--- src/rtl/audio_pkg.sv ---
// Shared types for the alarm-tone note sequencer: FSM states and play modes.
package audio_pkg;
  localparam int MODE_W = 2;

  typedef enum logic [1:0] {IDLE, FETCH, LATCH, PUSH} state_e;

  typedef enum logic [MODE_W-1:0] {
    CYCLE    = 2'd0,
    PINGPONG = 2'd1,
    HOLD     = 2'd2
  } mode_e;
endpackage

--- src/rtl/note_index_gen.sv ---
// Source-index stepper: picks the next note ROM on every step pulse.
// mode and sel matter only on the step cycle; dir is 1 while descending.
module note_index_gen
  import audio_pkg::*;
#(
  parameter int NUM_SRC = 6
) (
  input  logic              clk,
  input  logic              reset,
  input  logic              step,
  input  logic [MODE_W-1:0] mode,
  input  logic [3:0]        sel,
  output logic [3:0]        idx,
  output logic              dir
);
  localparam logic [3:0] LAST = 4'(NUM_SRC - 1);

  logic [3:0] idx_nx;
  logic       dir_nx;

  always_comb begin
    idx_nx = idx;
    dir_nx = 1'b0;  // any non-pingpong step leaves the direction at "up"
    case (mode)
      PINGPONG: begin
        dir_nx = dir;
        if (!dir) begin
          if (idx == LAST) begin
            idx_nx = idx - 4'd1;
            dir_nx = 1'b1;
          end else begin
            idx_nx = idx + 4'd1;
          end
        end else begin
          if (idx == 4'd0) begin
            idx_nx = 4'd1;
            dir_nx = 1'b0;
          end else begin
            idx_nx = idx - 4'd1;
          end
        end
      end
      HOLD:    idx_nx = (int'(sel) < NUM_SRC) ? sel : 4'd0;
      default: idx_nx = (idx == LAST) ? 4'd0 : idx + 4'd1;
    endcase
  end

  always_ff @(posedge clk or negedge reset) begin
    if (!reset) begin
      idx <= '0;
      dir <= 1'b0;
    end else if (step) begin
      idx <= idx_nx;
      dir <= dir_nx;
    end
  end
endmodule

--- src/rtl/audio_note_sequencer.sv ---
// Alarm tone player: streams samples from one of NUM_SRC note ROMs to the codec,
// switching ROMs every DWELL accepted samples.
module audio_note_sequencer
  import audio_pkg::*;
#(
  parameter int DATA_W  = 24,
  parameter int NUM_SRC = 6,
  parameter int ADDR_W  = 13,
  parameter int DWELL   = 48000
) (
  input  logic                      clk,
  input  logic                      reset,
  input  logic                      enable,
  input  logic [MODE_W-1:0]         mode,
  input  logic [3:0]                sel,
  input  logic [2:0]                vol,
  input  logic [NUM_SRC*DATA_W-1:0] src_data,
  output logic [ADDR_W-1:0]         address,
  input  logic                      read_ready,
  input  logic                      write_ready,
  output logic                      read,
  output logic                      write,
  output logic [DATA_W-1:0]         writedata_left,
  output logic [DATA_W-1:0]         writedata_right,
  output logic [3:0]                cur_src,
  output logic                      note_done
);
  localparam int CNT_W = (DWELL > 1) ? $clog2(DWELL) : 1;
  localparam logic [CNT_W-1:0] DWELL_LAST = CNT_W'(DWELL - 1);

  state_e                          state, state_nx;
  logic [NUM_SRC-1:0][DATA_W-1:0]  src_vec;
  logic [DATA_W-1:0]               src_slice;
  logic [DATA_W-1:0]               sample;
  logic [CNT_W-1:0]                dwell_cnt;
  logic                            note_end;
  logic                            unused_dir;

  assign src_vec = src_data;

  always_comb begin
    src_slice = '0;
    for (int k = 0; k < NUM_SRC; k++)
      if (cur_src == 4'(k)) src_slice = src_vec[k];
  end

  always_ff @(posedge clk or negedge reset) begin
    if (!reset) state <= IDLE;
    else        state <= state_nx;
  end

  // write is combinational so both enable loss and async reset kill it at once
  always_comb begin
    state_nx = state;
    write    = 1'b0;
    case (state)
      IDLE:  state_nx = FETCH;
      FETCH: state_nx = LATCH;
      LATCH: state_nx = PUSH;
      PUSH: begin
        if (write_ready && read_ready) begin
          write    = 1'b1;
          state_nx = FETCH;
        end
      end
      default: state_nx = IDLE;
    endcase
    if (!enable) begin
      state_nx = IDLE;
      write    = 1'b0;
    end
  end

  assign read     = write;
  assign note_end = write && (dwell_cnt == DWELL_LAST);

  always_ff @(posedge clk or negedge reset) begin
    if (!reset) begin
      address   <= '0;
      dwell_cnt <= '0;
      sample    <= '0;
      note_done <= 1'b0;
    end else begin
      note_done <= note_end;
      if (state == LATCH) sample <= src_slice;
      if (write) begin
        address   <= address + ADDR_W'(1);
        dwell_cnt <= note_end ? '0 : dwell_cnt + CNT_W'(1);
      end
    end
  end

  assign writedata_left  = $signed(sample) >>> vol;
  assign writedata_right = writedata_left;

  // direction is internal bookkeeping of the stepper; nothing downstream needs it
  note_index_gen #(.NUM_SRC(NUM_SRC)) u_idx (
    .clk  (clk),
    .reset(reset),
    .step (note_end),
    .mode (mode),
    .sel  (sel),
    .idx  (cur_src),
    .dir  (unused_dir)
  );
endmodule

--- config.mk ---
export PLATFORM = sky130hd
export DESIGN_NAME = audio_note_sequencer
export DESIGN_NICKNAME = d
export VERILOG_FILES = /design/src/rtl/audio_pkg.sv /design/src/rtl/note_index_gen.sv /design/src/rtl/audio_note_sequencer.sv
export SDC_FILE = /design/constraint.sdc
export NUM_CORES = 1
export LEC_CHECK = 0
export BUFFER_PORTS_ARGS = -buffer_cell sky130_fd_sc_hd__buf_2
export CORE_UTILIZATION = 37
export DETAILED_ROUTE_END_ITERATION = 10
export GPL_ROUTABILITY_DRIVEN = 0
export PLACE_DENSITY = 0.75
export SLEW_MARGIN = 20
export SYNTH_ARGS = -nofsm -noshare
export SYNTH_HDL_FRONTEND = slang
export SYNTH_SLANG_ARGS = --single-unit
--- constraint.sdc ---
create_clock -name clk -period 1.75 [get_ports clk]
set_input_delay 0.0875 -clock clk [delete_from_list [all_inputs] [get_ports clk]]
set_output_delay 0.0875 -clock clk [all_outputs]
set_load 0.02 [all_outputs]
### Yosys cells after proc, flatten, opt, wreduce, memory -nomap -nowiden

Cells that the tools add are included.

| word-level totals | value |
|---|---|
| flip-flop bits (word level) | 61 |
| bits of input ports | 158 |
| output and inout bits | 68 |
| word-level logic and storage cells | 52 |

| operators by class | value |
|---|---|
| $add $sub $neg | 4 |
| order comparisons | 1 |
| equality and inequality tests | 12 |
| shift-type cells | 1 |
| multiplexer cells | 23 |
| reduce and logical (&&, ||, !) cells | 4 |

Operator list:

| kind | number |
|---|---|
| 24-bit 2-to-1 mux | 6 |
| 24-bit by 3-bit >>> shifter with 24-bit output | 1 |
| 4-bit 2-to-1 mux | 5 |
| 16-bit by 1-bit adder with 16-bit output, second input constant | 1 |
| 16-bit == test, second input constant | 1 |
| 16-bit 2-to-1 mux | 1 |
| 13-bit by 1-bit adder with 13-bit output, second input constant | 1 |
| 4-bit by 2-bit == test with 1-bit output, second input constant | 2 |
| 4-bit by 3-bit == test with 1-bit output, second input constant | 2 |
| 2-bit one-hot mux with 4 select lines | 1 |
| 4-bit one-hot mux with 2 select lines | 1 |
| 1-bit 2-to-1 mux | 7 |
| 2-bit == test, second input constant | 3 |
| 4-bit by 1-bit adder with 4-bit output, second input constant | 1 |
| 2-bit by 1-bit == test with 1-bit output, second input constant | 2 |
| 4-bit by 1-bit == test with 1-bit output, second input constant | 1 |
| 4-bit logical NOT | 1 |
| 4-bit by 3-bit less-than comparator with 1-bit output, second input constant | 1 |
| 2-bit 2-to-1 mux | 2 |
| 4-bit by 1-bit subtractor with 4-bit output, second input constant | 1 |
| 3-bit != test, second input constant | 1 |
| 1-bit logical AND | 2 |
| 2-bit logical NOT | 1 |

### Logic depth before layout (Yosys ltp)

| depth | value |
|---|---|
| word-level depth | 7 |
| gate-level depth with buffers | 9 |
| gate-level depth less buffers | 6 |

### Modules after synthesis

Synthesis repeated with hierarchy kept, for this count alone.

| second synthesis, totals | value |
|---|---|
| cells, all modules | 561 |
| area, all modules | 5131.2 um^2 |

Modules (own cells, without submodules):

| module | times used | cells an instance | area an instance (um^2) | sequential area each (um^2) |
|---|---|---|---|---|
| audio_note_sequencer | 1 | 496 | 4606.9 | 1401.3 |
| note_index_gen | 1 | 65 | 524.3 | 125.1 |

### Worst setup path before layout

Ideal clock, no wire load.

| timing | value |
|---|---|
| kind | reg-to-reg |
| start point | reg u_idx.idx[1] |
| end point | reg sample[10] |
| library setup time | 0.083 ns |
| arrival time | 1.895 ns |
| required time | 1.667 ns |
| setup slack | -0.228 ns |
| cell stages (with the launch flop) | 9 |
| path buffers | 2 |
| clock period less this slack | 1.978 ns |
| cells stage by stage | dfrtp_1 inv_1 ha_1 buf_2 nor4b_4 clkbuf_1 o2bb2ai_1 a221oi_1 o22ai_1 |

| between the ends | value |
|---|---|
| word-level cells in the longest chain between the ends | 7 |
| elaborated cells on any way between the ends | 12 |
| classes of those cells | 5 x eq/ne; 6 x mux; 1 x reduce/logical |

Ends and longest elaborated chain:

| what | line | source |
|---|---|---|
| from (decl) | note_index_gen.sv:13 | `output logic [3:0] idx,` |
| from (signal assigned) | note_index_gen.sv:53 | `idx <= idx_nx;` |
| 4-bit logical NOT | audio_note_sequencer.sv:44 | `if (cur_src == 4'(k)) src_slice = src_vec[k];` |
| 24-bit 2-to-1 mux (5 in a row) | audio_note_sequencer.sv:44 |  |
| 24-bit 2-to-1 mux * | audio_note_sequencer.sv:44 |  |
| to (signal assigned) | audio_note_sequencer.sv:85 | `if (state == LATCH) sample <= src_slice;` |
| to (decl) | audio_note_sequencer.sv:34 | `logic [DATA_W-1:0] sample;` |

Mark *: on every way between the ends. The rest lies on a longest branch, timed or not.
A chain may end at the register's enable or synchronous reset.

### Worst setup path after layout

| timing | value |
|---|---|
| start point | reg sample[14] |
| end point | out writedata_right[12] |

| between the ends | value |
|---|---|
| word-level cells in the longest chain between the ends | 1 |

Ends and longest elaborated chain:

| what | line | source |
|---|---|---|
| 24-bit by 3-bit >>> shifter with 24-bit output | audio_note_sequencer.sv:93 | `assign writedata_left = $signed(sample) >>> vol;` |
| to (decl) | audio_note_sequencer.sv:24 | `output logic [DATA_W-1:0] writedata_right,` |

No other way between the ends.

==> flow_summary.toml <==
[status]
status = "complete, but fails checks"
violations = "setup timing"

[synthesis]
synth_fa_ha_area_frac = 0.0263
synth_top_area_cell = "dfrtp_1"
synth_fp_nets = 817
synth_xor_xnor_area_share = 0.0368
synthMuxAreaShare = 0.0891
syn_inst = 648
yosysMostFrequentCell = "o21ai_0"
synth-simple-area-share = 0.176
synth_top_family_by_area = "compound AO/OA/AOI/OAI gates"
synthesis.area_sq_mm = 0.00524
synth-seq-cells = 61
synth_common_cells = "o21ai_0 (68), dfrtp_1 (61), a21oi_1 (59)"
synth_top_area_frac = 0.292
synth.distinct_cells = 58
yosys_warnings = 0
synth.area.top_cells = "dfrtp_1 (29%), o21ai_0 (6.5%), a21oi_1 (5.6%), mux4_2 (5.6%), a221oi_1 (4.3%)"
async_reset_ff_frac = 1.00
synth_ff_type = "dfrtp_1"
synth_compound_area_frac = 0.266
synth_edf_count = 0
syn_avg_cell_area_sq_um = 8.08
yosysSeqAreaShare = 0.292

[setup_path]
crit_arrival_ns = 1.72
r2r_setup_slack_ns = -0.04
worstPathRequired_ns = 1.66
end_kind = "output pin"
crit_fanout = 5
start_kind = "flip-flop"
r2r-start = "u_idx.idx[0]"
crit_end = "writedata_right[12]"
path_class = "flip-flop to output pin"
cp-startpoint = "sample[14]"
reg2regPathDepth = 7
timing.rr.end = "sample[0]"

[detailed_routing]
wl_met1_microns = 8080
drt_wl_total_microns = 19400
drtAntennaViolNets = 0
route.detailed.drc = 0
routed_via_density = 5.61
met2_length_microns = 9240
dr.pass1.iters = 5
dr_wl_met3_microns = 1500
highest_layer = "met5"
wl_per_cell_microns = 18.2
vias = 5985
drt_iter0_markers = 427

[clocking]
cts-root-buf = "clkbuf_16"
insertion_delay_ns = 0.33
cts_inserted_buffers = 9
cts.sinks = 61
cts_tree = "done"
ctsLongestPathBuffers = 2
clk_pin_slew_worst_paths_ns = 0.05
cts_htree_levels = 3

[global_routing]
grt_overflow = 0
grt_antenna_before_repair = 7
grt_pass1_wl_microns = 28100
grt_pass1_vias = 5416
grt_max_degree = 62
grt_usage = 0.251

[power_and_ir_drop]
p_leak_nw = 3.57
ir_drop_v = 0.000518
p_per_area_mw_per_mm2 = 1010

[timing]
fin_tns_setup_ns = -0.445
finalSetupViolCount = 24
worstMarginPinSlew_ns = 0.682
timing.final.crit_period_ns = 1.80
period_share = 1.03
fmax_mhz = 554
hold_viol_final = 0
final-max-slew-violation-count = 0
fin_skew_ns = 0.0121
timing.hold.ws_ns = 0.0432
fin_ws_ns = -0.0547
slew_headroom = 0.545
rsz0062_at_grt = "true"

[cells_and_area]
syn2layout_area_growth_pct = 48.7
post-route-util = 0.563
fin_nets = 1044
stdcell_count = 1066
fill_cells = 1225
layout-drive-gt1-share = 0.478

[min_path]
whs_path_depth = 3
hold_class = "input port to flip-flop"

[die]
rows = 43
die_h_microns = 121
start_util = 0.379
die_area_sq_mm = 0.0146
die_x_microns = 121
io_pins = 226
design.core.area_sq_mm = 0.0138

[place]
dpl.hpwl_microns = 14500
dpl.cell_count = 1027
port_buffers = 225

[run]
maxCapViolations = 0
==> stage by stage <==
step / instance area, sq um / setup WS, ns / power (mW)
final: 7780 / -0.0547 / 7.85
after CTS: 7150 / -0.0593 / 7.19
after global placement: 6660 / -0.160 / 5.16
after global routing: 7770 / -0.109 / 8.27
after floorplan: 5310 / -0.0627 / 4.35
after detailed placement: 6660 / -0.185 / 5.22
==> power by group <==
part / switching, mW / internal, mW / total (mW)
Clock: 0.642 / 1.13 / 1.77
Sequential: 0.331 / 1.74 / 2.07
Combinational: 2.07 / 1.94 / 4.01
==> logic make-up after synthesis <==
family | after synthesis
simple gates | 180
fa+ha+maj | 11
buf+inv | 123
mux | 30
flops | 61
compound gates | 221
xor+xnor | 22
==> flip-flops by register name, indices dropped and copies added (netlist names) <==
name,count
address,13
state,2
u_idx.dir,1
dwell_cnt,16
u_idx.idx,4
sample,24
note_done,1
==> critical path: stages, from the launching register on <==
cell     delay [ns]
dfrtp_2        0.44
mux4_2         0.51
mux2_4         0.30
buf_6          0.14
==> placed cells by master, fill, tap and decap left out, types with 14 or more instances in the layout <==
cell	synthesis	layout
xnor2_1	17	17
nand2_1	57	44
mux2i_1	14	14
nor2_1	41	38
inv_1	42	37
buf_4	29	61
nor2b_1	27	26
o21ai_0	68	60
a21oi_1	59	50
a221oi_2	0	18
buf_6	1	37
buf_2	19	192
o22ai_1	24	23
nand2_2	1	14
dfrtp_1	61	57
==> final cells by class <==
class / count / area (sq um) / share of cell area
Inverter: 43 / 164 / 0.0211
Timing Repair Buffer: 296 / 1950 / 0.250
Sequential cell: 61 / 1530 / 0.197
Tap cell: 180 / 225 / 0.0289
Clock inverter: 4 / 48.8 / 0.00627
Antenna cell: 7 / 17.5 / 0.00225
Multi-Input combinational cell: 464 / 3610 / 0.464
Clock buffer: 11 / 243 / 0.0312
==> worst min-delay path by stage <==
stage | from | end | slack (ns)
after detailed placement | reset | address[11] | 0.13
after CTS | enable | state[0] | 0.02
after global placement | reset | address[11] | 0.12
final | src_data[80] | sample[8] | 0.04
after floorplan | reset | address[0] | -0.21
after global routing | enable | state[0] | 0.04
==> what timing repair did <==
item / in CTS / in global routing
hold buffers: 1 / 0
cloned: 0 / 1
gates resized for setup: 31 / 139
pin swaps: 3 / 31
hold endpoints to repair: 61 / 0
setup buffers: 8 / 10
endpoints found under the setup margin: 32 / 78
==> layer usage <==
layer	global-route usage	vias to the layer above
met5	0	-
met3	0.0592	45
met2	0.400	289
met1	0.333	2862
met4	0.0864	2
li1	-	2787
Note: power is estimated with default switching activity, not from simulation.
